[src/rtl/uart_axi_bridge.sv]
// AXI4 slave exposing UART DATA/STAT registers over a byte PHY; AR to first R beat is 2 cycles, W beats to DATA stall while the TX holding register is full.
// Define UART_RX_OVERFLOW_EN to add a sticky RX overflow flag in STAT bit2.
module uart_axi_bridge #(
   parameter int          RX_DEPTH  = 16,
   parameter logic [31:0] BASE_ADDR = 32'hBFD003F8,
   parameter int          ID_W      = 8
) (
   input  logic            clk,
   input  logic            rst,
   input  logic [ID_W-1:0] ar_id,
   input  logic [31:0]     ar_addr,
   input  logic [7:0]      ar_len,
   input  logic [2:0]      ar_size,
   input  logic [1:0]      ar_burst,
   input  logic            ar_valid,
   output logic            ar_ready,
   output logic [ID_W-1:0] r_id,
   output logic [1:0]      r_resp,
   output logic [31:0]     r_data,
   output logic            r_last,
   output logic            r_valid,
   input  logic            r_ready,
   input  logic [ID_W-1:0] aw_id,
   input  logic [31:0]     aw_addr,
   input  logic [7:0]      aw_len,
   input  logic [2:0]      aw_size,
   input  logic [1:0]      aw_burst,
   input  logic            aw_valid,
   output logic            aw_ready,
   input  logic [31:0]     w_data,
   input  logic [3:0]      w_strb,
   input  logic            w_last,
   input  logic            w_valid,
   output logic            w_ready,
   output logic [ID_W-1:0] b_id,
   output logic [1:0]      b_resp,
   output logic            b_valid,
   input  logic            b_ready,
   output logic [7:0]      tx_data,
   output logic            tx_start,
   input  logic            tx_busy,
   input  logic [7:0]      rx_data,
   input  logic            rx_valid
);

   localparam int             PTR_W    = $clog2(RX_DEPTH);
   localparam logic [PTR_W:0] FULL_CNT = (PTR_W+1)'(RX_DEPTH);
   localparam logic [PTR_W:0] CNT_ONE  = (PTR_W+1)'(1);
   localparam logic [PTR_W-1:0] PTR_ONE = PTR_W'(1);
   localparam logic [29:0]    DATA_WA  = BASE_ADDR[31:2];
   localparam logic [29:0]    STAT_WA  = BASE_ADDR[31:2] + 30'd1;
   localparam logic [1:0]     RESP_OKAY   = 2'b00;
   localparam logic [1:0]     RESP_DECERR = 2'b11;

   typedef enum logic [1:0] {SEL_NONE, SEL_DATA, SEL_STAT} sel_t;
   typedef enum logic [1:0] {R_IDLE, R_LOAD, R_DATA} rd_state_t;
   typedef enum logic [1:0] {W_IDLE, W_DATA, W_RESP} wr_state_t;

   typedef struct packed {
      sel_t       sel;
      logic [7:0] len;
      logic [7:0] beat;
   } rd_ctx_t;

   function automatic sel_t decode(input logic [31:0] addr);
      if (addr[31:2] == DATA_WA)      return SEL_DATA;
      else if (addr[31:2] == STAT_WA) return SEL_STAT;
      else                            return SEL_NONE;
   endfunction

   rd_state_t rd_state;
   rd_ctx_t   rd_ctx;
   wr_state_t wr_state;
   sel_t      wr_sel;

   logic [7:0]       rx_mem [RX_DEPTH];
   logic [PTR_W-1:0] rx_wr_ptr;
   logic [PTR_W-1:0] rx_rd_ptr;
   logic [PTR_W:0]   rx_count;
   logic             rx_full;
   logic             rx_empty;
   logic             rx_push;
   logic             rx_pop;

   logic [7:0] tx_hold;
   logic       tx_full;
   logic       tx_load;
   logic       ovf_bit;
   logic [31:0] beat_value;

   // RX FIFO: a push into a full FIFO only lands when the same cycle pops
   assign rx_full  = (rx_count == FULL_CNT);
   assign rx_empty = (rx_count == '0);
   assign rx_pop   = (rd_state == R_LOAD) && (rd_ctx.sel == SEL_DATA) && !rx_empty;
   assign rx_push  = rx_valid && (!rx_full || rx_pop);

   always_ff @(posedge clk) begin
      if (rx_push) rx_mem[rx_wr_ptr] <= rx_data;
   end

   always_ff @(posedge clk) begin
      if (rst) begin
         rx_wr_ptr <= '0;
         rx_rd_ptr <= '0;
         rx_count  <= '0;
      end else begin
         if (rx_push) rx_wr_ptr <= rx_wr_ptr + PTR_ONE;
         if (rx_pop)  rx_rd_ptr <= rx_rd_ptr + PTR_ONE;
         case ({rx_push, rx_pop})
            2'b10:   rx_count <= rx_count + CNT_ONE;
            2'b01:   rx_count <= rx_count - CNT_ONE;
            default: rx_count <= rx_count;
         endcase
      end
   end

`ifdef UART_RX_OVERFLOW_EN
   logic ovf_flag;

   // set beats clear so a drop in the same cycle as a STAT sample is not lost
   always_ff @(posedge clk) begin
      if (rst)
         ovf_flag <= 1'b0;
      else if (rx_valid && rx_full && !rx_pop)
         ovf_flag <= 1'b1;
      else if ((rd_state == R_LOAD) && (rd_ctx.sel == SEL_STAT))
         ovf_flag <= 1'b0;
   end

   assign ovf_bit = ovf_flag;
`else
   assign ovf_bit = 1'b0;
`endif

   always_comb begin
      beat_value = 32'd0;
      case (rd_ctx.sel)
         SEL_DATA: if (!rx_empty) beat_value = {24'd0, rx_mem[rx_rd_ptr]};
         SEL_STAT: beat_value = {29'd0, ovf_bit, !rx_empty, !tx_full};
         default:  beat_value = 32'd0;
      endcase
   end

   always_ff @(posedge clk) begin
      if (rst) begin
         rd_state <= R_IDLE;
         rd_ctx   <= '{sel: SEL_NONE, len: 8'd0, beat: 8'd0};
         ar_ready <= 1'b1;
         r_valid  <= 1'b0;
         r_id     <= '0;
         r_resp   <= RESP_OKAY;
         r_data   <= 32'd0;
         r_last   <= 1'b0;
      end else begin
         case (rd_state)
            R_IDLE: begin
               if (ar_valid && ar_ready) begin
                  r_id     <= ar_id;
                  rd_ctx   <= '{sel: decode(ar_addr), len: ar_len, beat: 8'd0};
                  ar_ready <= 1'b0;
                  rd_state <= R_LOAD;
               end
            end
            R_LOAD: begin
               r_data   <= beat_value;
               r_resp   <= (rd_ctx.sel == SEL_NONE) ? RESP_DECERR : RESP_OKAY;
               r_last   <= (rd_ctx.beat == rd_ctx.len);
               r_valid  <= 1'b1;
               rd_state <= R_DATA;
            end
            R_DATA: begin
               if (r_ready) begin
                  r_valid <= 1'b0;
                  if (r_last) begin
                     ar_ready <= 1'b1;
                     rd_state <= R_IDLE;
                  end else begin
                     rd_ctx.beat <= rd_ctx.beat + 8'd1;
                     rd_state    <= R_LOAD;
                  end
               end
            end
            default: rd_state <= R_IDLE;
         endcase
      end
   end

   // w_ready must follow w_strb of the presented beat, so it is decoded live
   assign w_ready = (wr_state == W_DATA) && !((wr_sel == SEL_DATA) && w_strb[0] && tx_full);
   assign tx_load = w_valid && w_ready && (wr_sel == SEL_DATA) && w_strb[0];

   always_ff @(posedge clk) begin
      if (rst) begin
         wr_state <= W_IDLE;
         wr_sel   <= SEL_NONE;
         aw_ready <= 1'b1;
         b_valid  <= 1'b0;
         b_id     <= '0;
         b_resp   <= RESP_OKAY;
      end else begin
         case (wr_state)
            W_IDLE: begin
               if (aw_valid && aw_ready) begin
                  b_id     <= aw_id;
                  wr_sel   <= decode(aw_addr);
                  aw_ready <= 1'b0;
                  wr_state <= W_DATA;
               end
            end
            W_DATA: begin
               if (w_valid && w_ready && w_last) begin
                  b_valid  <= 1'b1;
                  b_resp   <= (wr_sel == SEL_NONE) ? RESP_DECERR : RESP_OKAY;
                  wr_state <= W_RESP;
               end
            end
            W_RESP: begin
               if (b_ready) begin
                  b_valid  <= 1'b0;
                  aw_ready <= 1'b1;
                  wr_state <= W_IDLE;
               end
            end
            default: wr_state <= W_IDLE;
         endcase
      end
   end

   // tx_start doubles as the guard: the PHY raises busy one cycle after a launch
   always_ff @(posedge clk) begin
      if (rst) begin
         tx_hold  <= 8'd0;
         tx_full  <= 1'b0;
         tx_start <= 1'b0;
         tx_data  <= 8'd0;
      end else begin
         tx_start <= 1'b0;
         if (tx_full && !tx_busy && !tx_start) begin
            tx_start <= 1'b1;
            tx_data  <= tx_hold;
            tx_full  <= 1'b0;
         end else if (tx_load) begin
            tx_hold <= w_data[7:0];
            tx_full <= 1'b1;
         end
      end
   end

   logic unused_ok;
   assign unused_ok = ^{ar_size, ar_burst, ar_addr[1:0], aw_size, aw_burst, aw_len,
                        aw_addr[1:0], w_data[31:8], w_strb[3:1]};

endmodule

[config.mk]
export PLATFORM = sky130hd
export DESIGN_NAME = uart_axi_bridge
export DESIGN_NICKNAME = d
export VERILOG_FILES = /design/src/rtl/uart_axi_bridge.sv
export SDC_FILE = /design/constraint.sdc
export NUM_CORES = 1
export LEC_CHECK = 0
export ABC_CLOCK_PERIOD_IN_PS = 2800
export CORE_UTILIZATION = 32
export DETAILED_ROUTE_END_ITERATION = 7
export HOLD_SLACK_MARGIN = 0.12
export PLACE_DENSITY = 0.55
export SETUP_SLACK_MARGIN = 0.2
export SYNTH_ARGS = -nofsm -noshare
export SYNTH_HDL_FRONTEND = slang
export SYNTH_SLANG_ARGS = --single-unit
[constraint.sdc]
create_clock -name clk -period 2.8 [get_ports clk]
set_input_delay 0.56 -clock clk [delete_from_list [all_inputs] [get_ports clk]]
set_output_delay 0.56 -clock clk [all_outputs]
set_load 0.05 [all_outputs]
==> reports/results.tsv <==
stage	metric	value	unit
pwr	Power Dens Cells	660	nW/µm²
critical_path	CP peak stage delay	0.87	ns
timing	Final Critical Period	2.40	ns
timing	final number of setup-violating endpoints	0	
timing	RSZ-0062 raised after global routing	false	
logic_synthesis	sequential area share after synthesis	0.616	
logic_synthesis	EDFF count, synth	128	
clock_network	CTS tree	built	
critical_path	worst path cell trace	clkdlybuf4s50_1	
placement	I/O Buffers	153	
routing	Pre-Repair DR Iteration Count	4	
layout	Final #Nets	1067	
logic_synthesis	cell taking the most area after synthesis	edfxtp_1	
floorplanning	Starting Density	0.327	
logic_synthesis	top cell type's share of synthesized area	0.420	
timing	Final Cycle Share	0.858	
outcome	status	completed	
routing	final wirelength	21200	µm
floorplanning	Die Wd	171	µm
placement	HPWL Detailed	14500	µm
clock_network	H-Tree Depth	1	
timing	fmax	416	MHz
logic_synthesis	Post-Synthesis Cells	714	
critical_path	Critical Path RT	2.24	ns
global_route	first-pass GRT wire length	32600	µm
layout	multi-input combinational cell area	3240	µm²
clock_network	Max clock buf depth	3	
critical_path	Startpoint Class	flop	
logic_synthesis	mapped cell area	9160	µm²
global_route	initial antenna violation count	1	
clock_network	# hold bufs at CTS	0	
clock_network	CTS root buf	clkbuf_16	
run	number of max-cap violations	0	
pwr	Leak	4.17	nW
timing	Relative slew margins	0.582	
global_route	largest net degree at the start of global routing	50	
floorplanning	die footprint	29300	µm²
timing	worst-margin pin slew	0.625	ns
floorplanning	core box area	28000	µm²
layout	Area Growth Syn to Fin	33.0	%
global_route	number of global-route vias before repair	6032	
timing	Final Max Tran Viols	0	
pwr	worst IR drop on VDD	0.525	mV
critical_path	slowest stage cell, crit path	clkdlybuf4s50_1	
placement	Cells after DPL	1245	
global_route	remaining global-route overflow	0	
global_route	Global Route Usage Sum	0.145	
layout	most frequent cells in the layout	151 x clkdlybuf4s50_1, 128 x edfxtp_1, 98 x nand2_1, 89 x dfxtp_1, 53 x nor2_1	
layout	commonest non-fill, non-tap cell in the layout	clkdlybuf4s50_1	
logic_synthesis	largest cells by area after synthesis	edfxtp_1 42%, dfxtp_1 20%, mux4_2 7.4%	
routing	routed length per placed instance	16.4	µm
critical_path	Crit path max-delay family	buffers and inverters	
floorplanning	Die Y-Extent	171	µm
critical_path	Worst setup EP type	output pin	
logic_synthesis	synthesized area per cell	12.8	µm²
floorplanning	Rows	61	
clock_network	Worst-path clk slew	0.06	ns
routing	Post-route DRC	0	
critical_path	worst path bufs/invs	1	
layout	fillcell total	2634	
layout	register area	5650	µm²
timing	clock skew	0.0140	ns
pwr	Tot Pwr	8.05	mW
routing	via count	6090	
routing	Antenna Nets Post-Route	0	
clock_network	CTS buffer count	24	
critical_path	CP Class	reg -> out	
clock_network	Clock Latency Late Sink	0.52	ns
layout	ratio of cells with drive above 1 in the final layout	0.146	
layout	Post-Layout Cell Count	1291	
timing	Total Neg Setup Slack	0	ns
floorplanning	Ports	227	
logic_synthesis	Distinct cells, synth	61	
critical_path	Crit Path Max Fanout	8	
routing	1st-iter DRT viols	299	
logic_synthesis	main flop type after synthesis	edfxtp_1	
logic_synthesis	Seq cells post-synth	218	
timing	final hold vios	0	
clock_network	Sink Count	218	
logic_synthesis	Ys Warns	0	
critical_path	CP Data Arrival Time	1.84	ns
routing	vias per cell	4.72	
worst_hold_path	hold crit path type	in -> reg	
placement	GPL Wtd Cong	0.751	
logic_synthesis	async set or reset register ratio after synthesis	0	
[layer usage]
layer | global-route usage | up-vias | share of wire | wire, µm
met5 | 0 | - | 0 | 0
met4 | 0.0338 | 0 | 0.019 | 392
met3 | 0.0290 | 31 | 0.071 | 1500
met2 | 0.248 | 198 | 0.46 | 9820
met1 | 0.187 | 2907 | 0.45 | 9440
li1 | - | 2954 | - | -
[flip-flops by register name, summed over array words and instances, names as in the netlist, 4 cells and up, named ones only]
| signal | flops |
|---|---|
| rx_wr_ptr | 4 |
| rx_count | 5 |
| rx_mem | 128 |
| r_data | 8 |
| tx_data | 8 |
| tx_hold | 8 |
| r_id | 8 |
| rx_rd_ptr | 4 |
| rd_ctx | 18 |
| b_id | 8 |
[through the flow]
stage | hold WS [ns] | setup slack (ns) | area, µm² | utilization
final | 0.440 | 0.397 | 12200 | 0.435
after global routing | 0.453 | 0.266 | 12200 | 0.435
after CTS | 0.433 | 0.379 | 12200 | 0.434
after detailed placement | 0.446 | 0.209 | 11200 | 0.400
after global placement | 0.442 | 0.256 | 11200 | 0.400
after floorplan | 0.431 | 0.312 | 9250 | -
[logic make-up (layout without fill, tap and decap cells)]
kind of cell / Yosys count / count (layout) / share of synthesized area
AO/OA/AOI/OAI: 97 / 97 / 0.0691
other: 1 / 25 / 0.000409
adder cells (fa/ha/maj): 13 / 13 / 0.0186
flip-flops: 218 / 218 / 0.616
AND/OR/NAND/NOR: 235 / 235 / 0.127
buffers and inverters: 70 / 245 / 0.0411
XOR/XNOR: 18 / 18 / 0.0172
multiplexers: 62 / 62 / 0.110
[cell usage after synthesis (3+ instances only)]
master / number
a211o_1: 3
o31ai_1: 4
nand2b_1: 6
nand3b_1: 4
nor2b_1: 8
dfxtp_1: 90
ha_1: 12
xnor2_1: 7
nand2_1: 98
nor4_1: 7
nor2_1: 53
nand4b_1: 7
o211ai_1: 3
edfxtp_1: 128
nand3_1: 15
a211oi_1: 7
nor3_1: 5
or4_1: 5
a21o_1: 3
o22ai_1: 4
mux2i_1: 19
xor2_1: 11
clkbuf_1: 21
buf_2: 10
mux2_2: 11
inv_1: 10
nand4_1: 8
a21oi_1: 52
a221o_1: 6
o21ai_0: 4
buf_4: 27
or4b_1: 3
mux4_2: 30
[path summary, 6_finish.rpt]
| path | start | endpoint | slack [ns] | depth (start not counted) |
|---|---|---|---|---|
| max | r_last | r_last | 0.40 | 1 |
| min | rst | rx_wr_ptr[0] | 0.44 | 2 |
| max reg2reg | rd_ctx[17] | rx_count[4] | 0.53 | 10 |
| min reg2reg | r_id[5] | r_id[5] | 0.45 | 2 |
[area by class of cell]
type,count,area share
diodes,1,0.000205
clock buffers,30,0.0544
clock inverters,14,0.0252
inverters,11,0.00339
multi-input cells,449,0.266
flip-flops and latches,218,0.463
well taps,378,0.0388
repair buffers,190,0.149
[timing repair]
action                                  in CTS  in global routing
gates resized for setup                      0                  1
endpoints found under the setup margin       0                  1
setup buffers                                0                  1
[power by group]
part / total [mW] / switching [mW] / internal [mW]
clock: 3.81 / 1.30 / 2.51
combinational: 0.729 / 0.427 / 0.302
sequential: 3.51 / 0.0466 / 3.47
total: 8.05 / 1.77 / 6.28
(Power assumes the default switching activity.)
